## config.mk

```make
export PLATFORM = sky130hd
export DESIGN_NAME = kan_weight_fetcher_flat
export DESIGN_NICKNAME = d
export VERILOG_FILES = /design/src/rtl/kan_pkg.sv /design/src/rtl/kan_weight_fetcher_if.sv /design/src/rtl/kan_burst_credit.sv /design/src/rtl/kan_weight_fetcher.sv /design/src/flat_wrapper.sv
export SDC_FILE = /design/constraint.sdc
export NUM_CORES = 1
export LEC_CHECK = 0
export ABC_CLOCK_PERIOD_IN_PS = 5900
export BUFFER_PORTS_ARGS = -buffer_cell sky130_fd_sc_hd__buf_2
export CORE_MARGIN = 2
export CORE_UTILIZATION = 45
export DETAILED_ROUTE_END_ITERATION = 6
export PLACE_DENSITY = 0.67
export SYNTH_ARGS = -nofsm -noshare
export SYNTH_HDL_FRONTEND = slang
export SYNTH_SLANG_ARGS = --single-unit
```

## constraint.sdc

```tcl
create_clock -name s_axis_aclk -period 5.9 [get_ports s_axis_aclk]
set_input_delay 0.885 -clock s_axis_aclk [delete_from_list [all_inputs] [get_ports s_axis_aclk]]
set_output_delay 0.885 -clock s_axis_aclk [all_outputs]
set_load 0.03 [all_outputs]
```

## src/rtl/kan_pkg.sv

```systemverilog
// Shared types and constants for the KAN weight fetcher: FSM states, AXI AR
// constants and the grid-size helper.
package kan_pkg;

    typedef enum logic [1:0] {
        ST_IDLE  = 2'd0,
        ST_ISSUE = 2'd1,
        ST_EMIT  = 2'd2
    } fsm_state_e;

    localparam logic [2:0] AXI_SIZE_8B    = 3'b011;
    localparam logic [1:0] AXI_BURST_INCR = 2'b01;

    // Number of spline weight pages per node: 2**HBITS steps on each side of zero.
    function automatic int grid_size(input int hbits);
        return 2 ** (hbits + 1);
    endfunction

endpackage

```

## src/rtl/kan_weight_fetcher_if.sv

```systemverilog
// Sample stream in, descriptor stream out and AXI read-address channel of the
// weight fetcher; the master modport is the fetcher's view.
interface kan_weight_fetcher_if #(
    parameter int DATAW = 16,
    parameter int ADDRW = 32
);

    logic [DATAW-1:0]   s_axis_tdata;
    logic               s_axis_tvalid;
    logic               s_axis_tready;

    logic [2*DATAW-1:0] m_axis_tdata;
    logic               m_axis_tvalid;
    logic               m_axis_tlast;
    logic               m_axis_tready;

    logic [ADDRW-1:0]   m_axi_araddr;
    logic               m_axi_arvalid;
    logic               m_axi_arready;
    logic [7:0]         m_axi_arlen;
    logic [2:0]         m_axi_arsize;
    logic [1:0]         m_axi_arburst;
    logic               rlast_seen;

    modport master (
        input  s_axis_tdata, s_axis_tvalid,
        output s_axis_tready,
        output m_axis_tdata, m_axis_tvalid, m_axis_tlast,
        input  m_axis_tready,
        output m_axi_araddr, m_axi_arvalid, m_axi_arlen, m_axi_arsize, m_axi_arburst,
        input  m_axi_arready, rlast_seen
    );

    modport slave (
        output s_axis_tdata, s_axis_tvalid,
        input  s_axis_tready,
        input  m_axis_tdata, m_axis_tvalid, m_axis_tlast,
        output m_axis_tready,
        input  m_axi_araddr, m_axi_arvalid, m_axi_arlen, m_axi_arsize, m_axi_arburst,
        output m_axi_arready, rlast_seen
    );

endinterface

```

## src/rtl/kan_burst_credit.sv

```systemverilog
// Outstanding read-burst counter: +1 per issued burst, -1 per completed burst,
// saturating at both ends; full blocks further issue.
module kan_burst_credit #(
    parameter int MAX_OUTST = 8,
    parameter int CW        = $clog2(MAX_OUTST + 1)
) (
    input  logic clk,
    input  logic rst,
    input  logic inc,
    input  logic dec,
    output logic full
);

    logic [CW-1:0] count;
    logic          inc_ok;
    logic          dec_ok;

    assign inc_ok = inc && (count != CW'(MAX_OUTST));
    assign dec_ok = dec && (count != '0);
    assign full   = (count >= CW'(MAX_OUTST));

    // NOTE: state registers use non-blocking assignments so every flop samples
    // pre-edge values regardless of process evaluation order.
    always_ff @(posedge clk) begin
        if (rst) begin
            count <= '0;
        end else if (inc_ok && !dec_ok) begin
            count <= count + CW'(1);
        end else if (dec_ok && !inc_ok) begin
            count <= count - CW'(1);
        end
    end

endmodule

```

## src/rtl/kan_weight_fetcher.sv

```systemverilog
// Per input sample: NBASIS spline-weight AR bursts plus one SiLU burst, then a
// {grid_id, x} descriptor downstream. Layer config is latched at node 0.
module kan_weight_fetcher
    import kan_pkg::*;
#(
    parameter int DATAW     = 16,
    parameter int FRAC      = 10,
    parameter int HBITS     = 4,
    parameter int NBASIS    = 4,
    parameter int ADDRW     = 32,
    parameter int PAGE_BITS = 12,
    parameter int LG_LAYER  = 12,
    parameter int MAX_OUTST = 8
) (
    input  logic                s_axis_aclk,
    input  logic                s_axis_areset,
    input  logic [ADDRW-1:0]    base_addr,
    input  logic [ADDRW-1:0]    zero_addr,
    input  logic [LG_LAYER-1:0] inp_layer_size,
    input  logic [LG_LAYER-1:0] out_layer_size,
    kan_weight_fetcher_if.master bus
);

    localparam int GRID_SIZE = grid_size(HBITS);
    localparam int PW        = ADDRW - PAGE_BITS;
    localparam int BIW       = $clog2(NBASIS + 1);
    localparam int SHIFT     = FRAC - HBITS;

    fsm_state_e          state_q, state_d;
    logic                alive_q;
    logic [DATAW-1:0]    x_q;
    logic [DATAW:0]      grid_q;
    logic [PW-1:0]       node_page_q;
    logic [ADDRW-1:0]    zero_q;
    logic [LG_LAYER-1:0] inp_size_q;
    logic [LG_LAYER-1:0] node_cnt_q;
    logic [7:0]          arlen_q;
    logic [BIW-1:0]      burst_idx_q;

    logic                s_hs, ar_hs, m_hs;
    logic                last_burst, last_node, layer_start, credit_full;
    logic signed [DATAW:0] x_ext, x_sh;
    logic [DATAW:0]      grid_d;
    logic [DATAW+1:0]    gk;
    logic                in_range;
    logic [PW-1:0]       page;
    logic [ADDRW-1:0]    addr_calc;

    assign s_hs        = bus.s_axis_tvalid && bus.s_axis_tready;
    assign ar_hs       = bus.m_axi_arvalid && bus.m_axi_arready;
    assign m_hs        = bus.m_axis_tvalid && bus.m_axis_tready;
    assign last_burst  = (burst_idx_q == BIW'(NBASIS));
    assign last_node   = (node_cnt_q == inp_size_q - LG_LAYER'(1));
    assign layer_start = (node_cnt_q == '0);

    // Shift kept separate from the offset add so it stays arithmetic.
    assign x_ext  = {bus.s_axis_tdata[DATAW-1], bus.s_axis_tdata};
    assign x_sh   = x_ext >>> SHIFT;
    assign grid_d = x_sh + (DATAW+1)'(GRID_SIZE / 2);

    assign gk       = {grid_q[DATAW], grid_q} + (DATAW+2)'(burst_idx_q);
    assign in_range = !gk[DATAW+1] && (gk < (DATAW+2)'(GRID_SIZE));

    always_comb begin
        page = node_page_q + PW'(GRID_SIZE);
        if (!last_burst) begin
            page = node_page_q + PW'(gk);
        end
    end

    assign addr_calc = (!last_burst && !in_range) ? zero_q : {page, {PAGE_BITS{1'b0}}};

    kan_burst_credit #(
        .MAX_OUTST(MAX_OUTST)
    ) u_credit (
        .clk  (s_axis_aclk),
        .rst  (s_axis_areset),
        .inc  (ar_hs),
        .dec  (bus.rlast_seen),
        .full (credit_full)
    );

    always_ff @(posedge s_axis_aclk) begin
        if (s_axis_areset) begin
            state_q <= ST_IDLE;
        end else begin
            state_q <= state_d;
        end
    end

    // NOTE: every variable written in a combinational process gets a default
    // first; otherwise an unassigned path infers a latch.
    always_comb begin
        state_d = state_q;
        case (state_q)
            ST_IDLE:  if (s_hs) state_d = ST_ISSUE;
            ST_ISSUE: if (ar_hs && last_burst) state_d = ST_EMIT;
            ST_EMIT:  if (m_hs) state_d = ST_IDLE;
            default:  state_d = ST_IDLE;
        endcase
    end

    // arvalid can only fall via a handshake: credits only drop while it waits.
    always_comb begin
        bus.s_axis_tready = 1'b0;
        bus.m_axi_arvalid = 1'b0;
        bus.m_axi_araddr  = '0;
        bus.m_axis_tvalid = 1'b0;
        bus.m_axis_tlast  = 1'b0;
        case (state_q)
            ST_IDLE:  bus.s_axis_tready = alive_q;
            ST_ISSUE: begin
                bus.m_axi_arvalid = !credit_full;
                bus.m_axi_araddr  = addr_calc;
            end
            ST_EMIT: begin
                bus.m_axis_tvalid = 1'b1;
                bus.m_axis_tlast  = last_node;
            end
            default: ;
        endcase
    end

    assign bus.m_axis_tdata  = {grid_q[DATAW-1:0], x_q};
    assign bus.m_axi_arlen   = arlen_q;
    assign bus.m_axi_arsize  = AXI_SIZE_8B;
    assign bus.m_axi_arburst = AXI_BURST_INCR;

    // alive_q keeps tready low for the first cycle after reset is released.
    always_ff @(posedge s_axis_aclk) begin
        if (s_axis_areset) begin
            alive_q     <= 1'b0;
            x_q         <= '0;
            grid_q      <= '0;
            node_page_q <= '0;
            zero_q      <= '0;
            inp_size_q  <= '0;
            node_cnt_q  <= '0;
            arlen_q     <= '0;
            burst_idx_q <= '0;
        end else begin
            alive_q <= 1'b1;
            if (s_hs) begin
                x_q    <= bus.s_axis_tdata;
                grid_q <= grid_d;
                if (layer_start) begin
                    node_page_q <= PW'(base_addr >> PAGE_BITS);
                    zero_q      <= zero_addr;
                    inp_size_q  <= inp_layer_size;
                    arlen_q     <= 8'((out_layer_size >> 2) - 1);
                end
            end
            if (ar_hs) begin
                if (last_burst) begin
                    burst_idx_q <= '0;
                    node_page_q <= node_page_q + PW'(GRID_SIZE + 1);
                end else begin
                    burst_idx_q <= burst_idx_q + BIW'(1);
                end
            end
            if (m_hs) begin
                node_cnt_q <= last_node ? '0 : node_cnt_q + LG_LAYER'(1);
            end
        end
    end

endmodule
```

## src/flat_wrapper.sv

```systemverilog
// flat-port wrapper written by rule: the top's interface ports become plain ports
module kan_weight_fetcher_flat import kan_pkg::*;
#(
    parameter int DATAW     = 16,
    parameter int FRAC      = 10,
    parameter int HBITS     = 4,
    parameter int NBASIS    = 4,
    parameter int ADDRW     = 32,
    parameter int PAGE_BITS = 12,
    parameter int LG_LAYER  = 12,
    parameter int MAX_OUTST = 8
)
  (s_axis_aclk, s_axis_areset, base_addr, zero_addr, inp_layer_size, out_layer_size, bus_s_axis_tdata, bus_s_axis_tvalid, bus_s_axis_tready, bus_m_axis_tdata, bus_m_axis_tvalid, bus_m_axis_tlast, bus_m_axis_tready, bus_m_axi_araddr, bus_m_axi_arvalid, bus_m_axi_arlen, bus_m_axi_arsize, bus_m_axi_arburst, bus_m_axi_arready, bus_rlast_seen);
  kan_weight_fetcher_if #(.DATAW(DATAW), .ADDRW(ADDRW)) bus_i ();
  input  logic s_axis_aclk;
  input  logic s_axis_areset;
  input  logic [ADDRW-1:0] base_addr;
  input  logic [ADDRW-1:0] zero_addr;
  input  logic [LG_LAYER-1:0] inp_layer_size;
  input  logic [LG_LAYER-1:0] out_layer_size;
  input wire logic [$bits(bus_i.s_axis_tdata)-1:0] bus_s_axis_tdata;
  input wire logic [$bits(bus_i.s_axis_tvalid)-1:0] bus_s_axis_tvalid;
  output wire logic [$bits(bus_i.s_axis_tready)-1:0] bus_s_axis_tready;
  output wire logic [$bits(bus_i.m_axis_tdata)-1:0] bus_m_axis_tdata;
  output wire logic [$bits(bus_i.m_axis_tvalid)-1:0] bus_m_axis_tvalid;
  output wire logic [$bits(bus_i.m_axis_tlast)-1:0] bus_m_axis_tlast;
  input wire logic [$bits(bus_i.m_axis_tready)-1:0] bus_m_axis_tready;
  output wire logic [$bits(bus_i.m_axi_araddr)-1:0] bus_m_axi_araddr;
  output wire logic [$bits(bus_i.m_axi_arvalid)-1:0] bus_m_axi_arvalid;
  output wire logic [$bits(bus_i.m_axi_arlen)-1:0] bus_m_axi_arlen;
  output wire logic [$bits(bus_i.m_axi_arsize)-1:0] bus_m_axi_arsize;
  output wire logic [$bits(bus_i.m_axi_arburst)-1:0] bus_m_axi_arburst;
  input wire logic [$bits(bus_i.m_axi_arready)-1:0] bus_m_axi_arready;
  input wire logic [$bits(bus_i.rlast_seen)-1:0] bus_rlast_seen;
  assign bus_i.s_axis_tdata = bus_s_axis_tdata;
  assign bus_i.s_axis_tvalid = bus_s_axis_tvalid;
  assign bus_s_axis_tready = bus_i.s_axis_tready;
  assign bus_m_axis_tdata = bus_i.m_axis_tdata;
  assign bus_m_axis_tvalid = bus_i.m_axis_tvalid;
  assign bus_m_axis_tlast = bus_i.m_axis_tlast;
  assign bus_i.m_axis_tready = bus_m_axis_tready;
  assign bus_m_axi_araddr = bus_i.m_axi_araddr;
  assign bus_m_axi_arvalid = bus_i.m_axi_arvalid;
  assign bus_m_axi_arlen = bus_i.m_axi_arlen;
  assign bus_m_axi_arsize = bus_i.m_axi_arsize;
  assign bus_m_axi_arburst = bus_i.m_axi_arburst;
  assign bus_i.m_axi_arready = bus_m_axi_arready;
  assign bus_i.rlast_seen = bus_rlast_seen;
  kan_weight_fetcher #(.DATAW(DATAW), .FRAC(FRAC), .HBITS(HBITS), .NBASIS(NBASIS), .ADDRW(ADDRW), .PAGE_BITS(PAGE_BITS), .LG_LAYER(LG_LAYER), .MAX_OUTST(MAX_OUTST)) u_core (.s_axis_aclk(s_axis_aclk), .s_axis_areset(s_axis_areset), .base_addr(base_addr), .zero_addr(zero_addr), .inp_layer_size(inp_layer_size), .out_layer_size(out_layer_size), .bus(bus_i));
endmodule
```

# After elaboration in Yosys (flattened, before gate mapping)

Index checks and enable logic that the tools add are counted.

Input port bits: 110
Output and inout port bits: 81
Bits in registers: 121

Muxes and demuxes: 20
Add/subtract/negate cells: 11
$lt $le $gt $ge: 2
Reductions and logical operators: 22
Eq/ne operators: 8

Operators by type and width:

| cell                                                                           | number |
|---|---|
| 20-bit two-way mux                                                             | 5 |
| 32-bit two-way mux                                                             | 2 |
| 20-bit by 6-bit adder with 20-bit output (second input constant)               | 2 |
| 20-bit by 18-bit adder with 20-bit output                                      | 1 |
| 18-bit by 6-bit less-than comparator with 1-bit output (second input constant) | 1 |
| 11-bit by 4-bit adder with 12-bit output                                       | 1 |
| 12-bit by 1-bit adder with 12-bit output (second input constant)               | 1 |
| 12-bit equality test                                                           | 1 |
| 12-bit logical NOT                                                             | 1 |
| 12-bit two-way mux                                                             | 1 |
| 12-bit by 1-bit subtractor with 12-bit output (second input constant)          | 1 |
| 10-bit by 6-bit adder with 11-bit output (second input constant)               | 1 |
| 1-bit logical AND                                                              | 10 |
| 4-bit two-way mux                                                              | 2 |
| 8-bit by 1-bit subtractor with 8-bit output (second input constant)            | 1 |
| 1-bit logical NOT                                                              | 6 |
| 2-bit two-way mux                                                              | 3 |
| 2-bit by 1-bit inequality test with 1-bit output (second input constant)       | 3 |
| 2-bit case mux with 3 select lines                                             | 1 |
| 1-bit two-way mux                                                              | 5 |
| 4-bit by 1-bit adder with 4-bit output (second input constant)                 | 1 |
| 4-bit >= comparator (second input constant)                                    | 1 |
| 4-bit inequality test (second input constant)                                  | 1 |
| 4-bit nonzero test                                                             | 1 |
| 10 further kinds                                                               | 10 |

# Logic depth before layout (Yosys ltp)

Gate-level depths: netlist of run 1.

Depth in word-level cells: 9
Depth in mapped cells: 14
Mapped depth without buffers: 13

# Modules after synthesis

Synthesis of run 1 repeated with hierarchy kept, for this count alone.

Cells, all modules: 1032
Area total of the unflattened synthesis: 7683.6 um2

Modules (own cells, without submodules):

| module             | times used | seq. area each (um2) | area an instance (um2) | cells an instance |
|---|---|---|---|---|
| kan_weight_fetcher | 1          | 2262.2               | 7403.4                 | 1002 |
| kan_burst_credit   | 1          | 80.1                 | 280.3                  | 30 |

# Worst setup path after synthesis of run 1

No wires, ideal clock.

Path kind: register -> output
Start: reg u_core.grid_q[2]
End: out bus_m_axi_araddr[26]
Stages on the path, launching flop included: 14
Data required time: 5.015 ns
Slack: 1.182 ns
Arrival: 3.833 ns
Path through: dfxtp_1 ha_1 nand3_1 and2_1 o31a_1 ha_1 clkbuf_1 nand3_1 nor3_1 o21ai_0 a31oi_1 nor3_1 o31a_1 a211oi_1

Longest elaborated chain between the ends: 7
Elaborated cells between the ends (all ways): 10

Ends and longest elaborated chain:

| item                                                                                               | line                      | source |
|---|---|---|
| from (decl)                                                                                        | kan_weight_fetcher.sv:32  | `logic [DATAW:0] grid_q;` |
| from (signal assigned)                                                                             | kan_weight_fetcher.sv:145 | `grid_q <= grid_d;` |
| 11-bit by 4-bit adder with 12-bit output (*)                                                       | kan_weight_fetcher.sv:61  | `assign gk = {grid_q[DATAW], grid_q} + (DATAW+2)'(burst_idx_q);` |
| 18-bit by 6-bit less-than comparator with 1-bit output / 1-bit logical NOT (equally long branches) | kan_weight_fetcher.sv:62  | `assign in_range = !gk[DATAW+1] && (gk < (DATAW+2)'(GRID_SIZE));` |
| 1-bit logical AND                                                                                  | kan_weight_fetcher.sv:62  |  |
| 1-bit logical NOT                                                                                  | kan_weight_fetcher.sv:71  | `assign addr_calc = (!last_burst && !in_range) ? zero_q : {page, {PAGE_BITS{1'b0}}};` |
| 1-bit logical AND                                                                                  | kan_weight_fetcher.sv:71  |  |
| 32-bit two-way mux (*)                                                                             | kan_weight_fetcher.sv:71  |  |
| 32-bit two-way mux (*)                                                                             | kan_weight_fetcher.sv:110 | `case (state_q)` |
| to (decl)                                                                                          | flat_wrapper.sv:28        | `output wire logic [$bits(bus_i.m_axi_araddr)-1:0] bus_m_axi_araddr;` |

Mark *: on every way between the ends. The rest lies on a longest branch, timed or not.

# Worst setup path in the final report of run 1

Start: reg u_core.grid_q[0]
End: out bus_m_axi_araddr[27]

The elaborated chain is that of the path after synthesis.

==> reports/qor.csv, run 1 <==
metric,value,unit
status,"complete, no violations",
Lkg Pwr,0.00376,µW
RSZ-0062 raised after global routing,false,
post-route clock period utilization,88.8,%
first-pass detailed-route iteration total,5,
final wirelength,21600,µm
Ports,191,
clk_lat worst skew,420,ps
placed cell count,1327,
Yosys warning count,0,
layout cells sized above 1,18.7,%
synthesis-stage register bit count,117,
GRT Overall Usage,24.4,%
Root Buffer,clkbuf_16,
crit path capture type,output port,
Synth area leaders,"dfxtp_1 (31%), nand2_1 (8.9%), a21oi_1 (8.6%), ha_1 (5.9%), nor2_1 (4.1%)",
RePlAce Congestion,0.939,
first-pass GRT wire length,34900,µm
number of remaining DRC errors,0,
Num CTS Buffers,17,
Worst Path Arrival,4350,ps
initial antenna violation count,0,
"Seq/Total Area, Yosys",31.4,%
Port Buffers,169,
Antenna Violating Nets Remaining,0,
Non-Filler Instances,1358,
ys flop type,dfxtp_1,
most frequent cell after synthesis,nand2_1,
number of synthesized flops with an enable pin,0,
vias per cell,5.49,
maximum vdd drop,0.209,mV
worst slew pin tran,1220,ps
worst min path class,register to register,
Final nets,1274,
Layout Skew,6.09,ps
die height,133,µm
Fin Setup TNS,0,ps
CTS sink cnt,117,
H-tree levels,4,
post-DR wirelength/cell,15.9,µm
total of max-cap violations,0,
post-CTS setup buffer count,0,
post-cts repair resize count,0,
area share of the largest cell type after synthesis,31.4,%
Final setup viols,0,
CP startpoint kind,register,
DR vias,7449,
pin count of the biggest net entering global routing,80,
Placeable Area,16400,µm²
DR iter-0 viols,657,
dpl hpwl,15500,µm
Power Dens Cells,260,nW/µm²
Cells after Synth,1001,
grt total ovfl,0,
Final Worst Setup Slack,661,ps
WS Path Type,register to output port,
initial core utilization,45.5,%
die width,133,µm
post-synthesis cell area,7470,µm²
Die ar.,17600,µm²
# diodes,0,
"Hold Violations, Final",0,
Post-synth top cells,"nand2_1 (177), a21oi_1 (129), dfxtp_1 (117)",
layout overhead on the synthesized area,18.8,%
post-synthesis async set-or-reset flop share,0,%
Clock Path Buffers,2,
crit-path max FO,6,
"Slew Viols, Final",0,
maximum clock rate,191,MHz
Worst-path clk slew,60,ps
Avg Inst Size Synth,7.46,µm²
count of hold buffers inserted by post-cts repair,0,
Synth cell types,67,
headroom to the max-slew limit,18.8,%
CTS tree,built,
CP Data Required Time,5020,ps
final period demand of the worst path,5240,ps
number of global-route vias before repair,6945,
leading area contributor after synthesis,dfxtp_1,
Rows,47,
pre-CTS setup slack,1130,ps
## cells by family after synthesis
kind of cell	count (synthesis)	synth area share (%)
buffers and inverters	95	5.70
XOR/XNOR	62	7.27
AND/OR/NAND/NOR	407	25.3
adder cells (fa/ha/maj)	38	6.67
multiplexers	10	1.34
other	2	0.101
AO/OA/AOI/OAI	270	22.3
flip-flops	117	31.4
## worst paths after layout
check,to,start,depth (start not counted),slack [ps]
worst min register to register,u_core.zero_q[4],u_core.zero_q[4],2,450
worst min-delay path,u_core.zero_q[4],u_core.zero_q[4],2,450
worst max register to register,u_core.node_page_q[7],u_core.state_q[1],7,1910
worst max-delay path,bus_m_axi_araddr[27],u_core.grid_q[0],14,660
## power by group
part / switching (µW) / total, µW / internal (µW) / leakage, µW
Sequential: 50.3 / 885 / 835 / 0.000955
Combinational: 255 / 415 / 160 / 0.00253
Clock: 375 / 1000 / 628 / 0.000274
Total: 680 / 2300 / 1620 / 0.00376
## critical path, cell delays in order (launching register included)
cell	delay (ps)
dfxtp_1	350
ha_1	240
fa_1	420
a21oi_2	280
or3_1	170
nand2_1	90
ha_1	380
a211oi_1	260
o21bai_1	150
o21ba_2	240
a2111o_1	440
and3_1	210
o31a_1	280
a211oi_2	200
buf_2	220
## area by class of cell
cell class | count | area (µm²)
inverter | 24 | 90.1
clock buffer | 22 | 454
sequential | 117 | 2340
fill | 1602 | 7540
multi-input combinational | 792 | 4720
tap | 220 | 275
timing repair buffer | 174 | 886
clock inverter | 9 | 105
## cells in the final DEF, fill, tap and decap left out, drive strengths merged, types with 9 or more instances in the layout
cell type  count
a211oi        29
a21oi        131
a31oi          9
and2          18
and3          16
buf          174
clkbuf        22
dfxtp        117
ha            35
inv           24
mux2i         10
nand2        177
nand3         32
nand4         16
nor2          82
nor3          21
o21a           9
o21ai         41
xnor2         33
xor2          29
## metal layers
metal	vias up	wire (µm)	GRT usage, %
met2	239	9610	37.5
li1	3759	-	-
met1	3422	10300	34.3
met3	29	1260	4.44
met4	0	401	8.72
met5	-	0	0
## flip-flops by register name, indices dropped and copies added, names as in the netlist, 4 cells and up
| name | count |
|---|---|
| u_core.bus.m_axi_arlen | 8 |
| u_core.grid_q | 11 |
| u_core.inp_size_q | 12 |
| u_core.node_cnt_q | 12 |
| u_core.node_page_q | 20 |
| u_core.u_credit.count | 4 |
| u_core.x_q | 12 |
| u_core.zero_q | 32 |
## metrics by stage
stage / instance area [µm²] / hold WS [ps] / power [µW] / util [%]
2_1_floorplan: 7480 / 427 / 1200 / -
3_3_place_gp: 8310 / 434 / 1310 / 50.6
3_5_place_dp: 8310 / 439 / 1310 / 50.6
4_1_cts: 8870 / 446 / 2310 / 54.1
5_1_grt: 8870 / 467 / 2400 / 54.1
6_report: 8870 / 446 / 2300 / 54.1
Note: power is estimated with default switching activity, not from simulation.
==> run 2, diff against run 1 <==
Settings changed: BUFFER_PORTS_ARGS -buffer_cell sky130_fd_sc_hd__buf_2 to -buffer_cell sky130_fd_sc_hd__clkbuf_2, CORE_MARGIN 2 to default.
==> run 2 against run 1 <==
  * Via count up 0.66%
  * Non-clock buffer count grew 1
  * Combinational power about the same
  * Die area shrank 3.0%
  * Worst setup slack worse by 39 ps
  * Hold slack worse by 2.0 ps
  * Clock power increased by 9%
  * Sequential power about the same
  * First-iteration DRC count is 6.8% lower
  * Count of clock-buffer cells in the layout grew 1
  * Critical path depth unchanged
  * Largest power group unchanged
==> reports/qor.csv, run 2 (same netlist as run 1, synthesis figures left out) <==
metric,value,unit,change
status,"complete, no violations",,
RePlAce Congestion,0.947,,+0.90%
most flop-heavy register,u_core.zero_q,,
Ports,191,,unchanged
Num CTS Buffers,17,,unchanged
post-route clock period utilization,89.5,%,+0.66 points
worst slew pin tran,994,ps,-222 ps
Final setup viols,0,,unchanged
crit-path max FO,6,,unchanged
final period demand of the worst path,5280,ps,+39.0 ps
CP Data Required Time,5020,ps,about the same
fillcell total,1530,,-4.5%
first-pass GRT wire length,34100,µm,-2.3%
Root Buffer,clkbuf_16,,
Die ar.,17100,µm²,-3.0%
CP startpoint kind,register,,
largest registers,"u_core.zero_q: 32 flops, u_core.node_page_q: 20 flops",,
Placeable Area,16100,µm²,-2.1%
number of global-route vias before repair,6848,,-1.4%
post-cts repair resize count,0,,unchanged
Worst-path clk slew,50,ps,about the same
headroom to the max-slew limit,33.7,%,+15 points
number of remaining DRC errors,0,,unchanged
grt total ovfl,0,,unchanged
post-DR wirelength/cell,15.8,µm,-0.23%
layout cells sized above 1,19.0,%,+0.26 points
maximum vdd drop,0.220,mV,+5.3%
DR iter-0 viols,612,,-6.8%
layout overhead on the synthesized area,19.6,%,
worst min path class,register to register,,
die width,131,µm,-1.5%
initial core utilization,46.5,%,+0.99 points
maximum clock rate,189,MHz,-0.74%
vias per cell,5.54,,+0.96%
Power Dens Cells,267,nW/µm²,+2.9%
post-CTS setup buffer count,0,,unchanged
Port Buffers,169,,unchanged
Lkg Pwr,0.00375,µW,-0.30%
Antenna Violating Nets Remaining,0,,unchanged
initial antenna violation count,0,,unchanged
H-tree levels,4,,unchanged
DR vias,7498,,+0.66%
dpl hpwl,15500,µm,+0.18%
pin count of the biggest net entering global routing,82,,+2.5%
Fin Setup TNS,0,ps,unchanged
"Hold Violations, Final",0,,unchanged
final cell utilization of the core,55.6,%,+1.5 points
placed cell count,1324,,-0.23%
Rows,46,,-2.1%
"commonest non-fill, non-tap cell in the layout",nand2_1,,
final wirelength,21400,µm,-0.53%
CTS tree,built,,
Non-Filler Instances,1354,,-0.29%
CTS sink cnt,117,,unchanged
Layout Skew,8.86,ps,+2.78 ps
"Slew Viols, Final",0,,unchanged
clk_lat worst skew,420,ps,about the same
Worst Path Arrival,4390,ps,+40 ps
WS Path Type,register to output port,,
# diodes,0,,unchanged
RSZ-0062 raised after global routing,false,,
Clock Path Buffers,2,,unchanged
crit path capture type,output port,,
die height,131,µm,-1.5%
Final nets,1275,,+0.078%
count of hold buffers inserted by post-cts repair,0,,unchanged
first-pass detailed-route iteration total,5,,unchanged
total of max-cap violations,0,,unchanged
max reg flops,32,,unchanged
GRT Overall Usage,25.5,%,+1.1 points
"commonest non-fill, non-tap cells in the layout","nand2_1 (177), clkbuf_2 (168), a21oi_1 (129)",,
## run 2: cell count changes in the layout (fill, tap and decap cells not counted)
cell,before,now
clkbuf_2,0,168
inv_6,0,1
bufinv_16,2,3
clkbuf_8,1,5
buf_4,6,7
clkbuf_1,4,1
clkinvlp_4,1,2
buf_2,168,0
clkinv_4,2,0
clkinv_2,4,1
## run 2: per-layer routing
| layer | vias up | part of all wire [%] | wire, µm | global-route usage (%) |
|---|---|---|---|---|
| met5 | - | 0 | 0 | 0 |
| met4 | 0 | 1.1 | 232 | 6.15 |
| met3 | 20 | 6.3 | 1360 | 6.27 |
| met2 | 247 | 46 | 9880 | 41.1 |
| met1 | 3465 | 47 | 9980 | 34.1 |
| li1 | 3766 | - | - | - |
## run 2: metrics by stage
step                      cell area, µm²  setup slack, ps  hold WS (ps)  power (µW)
after floorplan                     7480             1180           427        1200
after global placement              8310             1150           434        1300
after detailed placement            8310             1130           440        1310
after CTS                           8930              660           448        2400
after global routing                8930              376           460        2490
final                               8930              622           444        2380
## run 2: path summary, 6_finish.rpt
kind                         start                     end  slack, ps  cells past startpoint
max               u_core.grid_q[0]    bus_m_axi_araddr[27]        620                     14
min               u_core.zero_q[7]        u_core.zero_q[7]        440                      2
max reg2reg  u_core.burst_idx_q[1]  u_core.node_page_q[15]       2630                      8
min reg2reg       u_core.zero_q[7]        u_core.zero_q[7]        440                      2
## run 2: critical path, stage by stage (launching register included)
cell and delay (ps):
dfxtp_1 350, ha_1 250, fa_1 420, a21oi_2 270, or3_1 170, nand2_1 80, ha_1 370, a211oi_1 280
o21bai_1 150, o21ba_2 220, a2111o_1 440, and3_1 210, o31a_1 290, a211oi_2 220, clkbuf_2 250
## run 2: layout make-up
class	instances	area, µm²	area share (%)
Multi-Input combinational cell	792	4720	52.8
Clock inverter	7	119	1.33
Sequential cell	117	2340	26.2
Clock buffer	23	498	5.58
Tap cell	216	270	3.03
Inverter	24	90.1	1.01
Timing Repair Buffer	175	893	10.0
## run 2: power by group
| part | switching, µW | leakage, µW | internal [µW] |
|---|---|---|---|
| Combinational | 253 | 0.00250 | 159 |
| Sequential | 51.3 | 0.000955 | 835 |
| Clock | 370 | 0.000298 | 716 |
==> run 3, diff against run 2 <==
Settings changed: ABC_AREA from default to 1, GPL_TIMING_DRIVEN from default to 0, PLACE_DENSITY 0.67 to 0.66.
==> run 3 against run 2 <==
  * Count of clock-buffer cells in the layout fell by 2
  * Sequential power up 2.3%
  * First-iteration DRC count decreased by 27%
  * Wire length rose by 13%
  * Register-to-register slack better by 720 ps
  * Final cell count is 27% higher
  * Area after synthesis up 9.6%
  * Flip-flop and latch count did not move
  * Critical path depth rose by 2
  * Critical path type unchanged
  * Critical endpoint is now bus_m_axi_araddr[26]
  * Largest cell class unchanged
  * Largest power group unchanged
==> reports/qor.csv, run 3 <==
metric,value,unit,change
post-route clock period utilization,77.3,%,-12 points
Synth area leaders,"dfxtp_1 (29%), nand2_1 (14%), nor2_1 (9.2%), inv_1 (6.1%), o21ai_0 (6.1%)",,
"Seq/Total Area, Yosys",28.6,%,-2.7 points
Layout Skew,8.40,ps,-0.462 ps
first-pass GRT wire length,38600,µm,+13%
ys flop type,dfxtp_1,,
worst min path class,register to register,,
crit-path max FO,4,,-2
final wirelength,24300,µm,+13%
synthesis-stage register bit count,117,,unchanged
placed cell count,1692,,+28%
worst slew pin tran,707,ps,-287 ps
count of hold buffers inserted by post-cts repair,0,,unchanged
Fin Setup TNS,0,ps,unchanged
Non-Filler Instances,1724,,+27%
post-DR wirelength/cell,14.1,µm,-11%
DR vias,8722,,+16%
crit path capture type,output port,,
max reg flops,32,,unchanged
Yosys warning count,0,,unchanged
WS Path Type,register to output port,,
layout overhead on the synthesized area,21.0,%,
Ports,191,,unchanged
Placeable Area,17500,µm²,+9.2%
die height,137,µm,+4.6%
# diodes,0,,unchanged
first-pass detailed-route iteration total,5,,unchanged
Synth cell types,45,,-33%
pin count of the biggest net entering global routing,17,,-79%
Num CTS Buffers,17,,unchanged
Worst Path Arrival,3670,ps,-720 ps
clk_lat worst skew,420,ps,about the same
DR iter-0 viols,447,,-27%
CP startpoint kind,register,,
maximum clock rate,219,MHz,+16%
Port Buffers,168,,-0.59%
fillcell total,1808,,+18%
Root Buffer,clkbuf_16,,
Clock Path Buffers,2,,unchanged
CTS tree,built,,
most frequent cell after synthesis,nand2_1,,
area share of the largest cell type after synthesis,28.6,%,-2.7 points
die width,137,µm,+4.6%
vias per cell,5.06,,-8.6%
grt total ovfl,0,,unchanged
initial antenna violation count,0,,unchanged
"commonest non-fill, non-tap cell in the layout",nand2_1,,
post-synthesis async set-or-reset flop share,0,%,unchanged
initial core utilization,46.7,%,+0.16 points
maximum vdd drop,0.204,mV,-7.7%
most flop-heavy register,u_core.zero_q,,
RePlAce Congestion,0.937,,-1.0%
CTS sink cnt,117,,unchanged
Worst-path clk slew,50,ps,about the same
post-synthesis cell area,8180,µm²,+9.6%
headroom to the max-slew limit,52.9,%,+19 points
CP Data Required Time,5020,ps,about the same
post-route cell area,9900,µm²,+11%
Power Dens Cells,255,nW/µm²,-4.5%
Final nets,1634,,+28%
"Slew Viols, Final",0,,unchanged
status,"complete, no violations",,
number of remaining DRC errors,0,,unchanged
Die ar.,18700,µm²,+9.4%
"Hold Violations, Final",0,,unchanged
Avg Inst Size Synth,6.31,µm²,-15%
number of synthesized flops with an enable pin,0,,unchanged
area of the multi-input gates,4970,µm²,+5.5%
Rows,48,,+4.3%
post-cts repair resize count,0,,unchanged
Post-synth top cells,"nand2_1 (308), nor2_1 (201), inv_1 (132)",,
RSZ-0062 raised after global routing,false,,
reg2reg setup slack,3350,ps,+720 ps
largest registers,"u_core.zero_q: 32 flops, u_core.node_page_q: 20 flops",,
H-tree levels,4,,unchanged
Final setup viols,0,,unchanged
total of max-cap violations,0,,unchanged
"commonest non-fill, non-tap cells in the layout","nand2_1 (308), nor2_1 (201), clkbuf_2 (169)",,
layout cells sized above 1,18.3,%,-0.70 points
post-CTS setup buffer count,0,,unchanged
final period demand of the worst path,4560,ps,-720 ps
Antenna Violating Nets Remaining,0,,unchanged
Lkg Pwr,0.00491,µW,+31%
Cells after Synth,1296,,+29%
GRT Overall Usage,26.7,%,+1.2 points
placed inst area,9320,µm²,+12%
dpl hpwl,19600,µm,+27%
number of global-route vias before repair,7945,,+16%
leading area contributor after synthesis,dfxtp_1,,
Reg area,2340,µm²,unchanged
[run 3: cell count changes after synthesis, sizes merged, moves of 20 or more]
cell / change
nand2: +140
nor2: +132
inv: +117
o21ai: +78
nand3: +44
a21oi: -38
clkbuf: -23
a211oi: -20
[run 3: logic make-up (layout without fill, tap and decap cells)]
logic type | after synthesis | count (layout) | synth area share, %
AND/OR/NAND/NOR | 645 | 645 | 33.7
AO/OA/AOI/OAI | 241 | 241 | 15.6
buffers and inverters | 205 | 405 | 10.7
flip-flops | 117 | 117 | 28.6
XOR/XNOR | 48 | 48 | 5.23
adder cells (fa/ha/maj) | 38 | 38 | 6.09
other | 2 | 5 | 0.0918
[run 3: worst paths after layout]
kind,from,end,cells past startpoint
hold / removal,u_core.x_q[2],u_core.x_q[2],2
hold reg to reg,u_core.x_q[2],u_core.x_q[2],2
setup / recovery,u_core.grid_q[0],bus_m_axi_araddr[26],16
setup reg to reg,u_core.state_q[0],u_core.u_credit.count[3],14
[run 3: layout make-up]
type / instances / area share, %
Tap cell: 225 / 2.84
Clock buffer: 21 / 4.65
Multi-Input combinational cell: 977 / 50.2
Buffer: 62 / 3.42
Inverter: 143 / 5.42
Timing Repair Buffer: 168 / 8.49
Clock inverter: 11 / 1.28
Sequential cell: 117 / 23.7
[run 3: stage by stage]
step	hold WS [ps]	total power [µW]	setup slack [ps]	utilization, %
after floorplan	446	1330	2030	-
after global placement	453	1500	1810	53.1
after detailed placement	458	1510	1790	53.1
after CTS	467	2540	1330	56.5
after global routing	487	2660	990	56.5
final	462	2530	1340	56.5
[run 3: worst max-delay path: stages (launching register included)]
cell      delay [ps]
dfxtp_1          340
ha_1             240
fa_1             520
inv_1             70
fa_1             430
o21ai_0          490
nand2_1           90
nand2_1          160
nand2_1          100
nand2_1          110
nand2_1           50
nand3_1          120
nand2_1           80
nand2_1           70
inv_1             40
nor2_1           130
clkbuf_2         220
[run 3: per-layer routing]
layer | global-route usage (%) | wire (µm) | part of all wire, %
met2 | 43.1 | 11100 | 46
met1 | 34.9 | 11200 | 46
met3 | 5.04 | 1360 | 5.6
met4 | 11.1 | 674 | 2.8
met5 | 0 | 0 | 0
[run 3: where the power goes]
part	leakage (µW)	switching, µW	internal [µW]	total [µW]
Sequential	0.000959	57.3	849	906
Clock	0.000276	383	644	1030
Combinational	0.00368	380	213	593
Total	0.00491	820	1710	2530
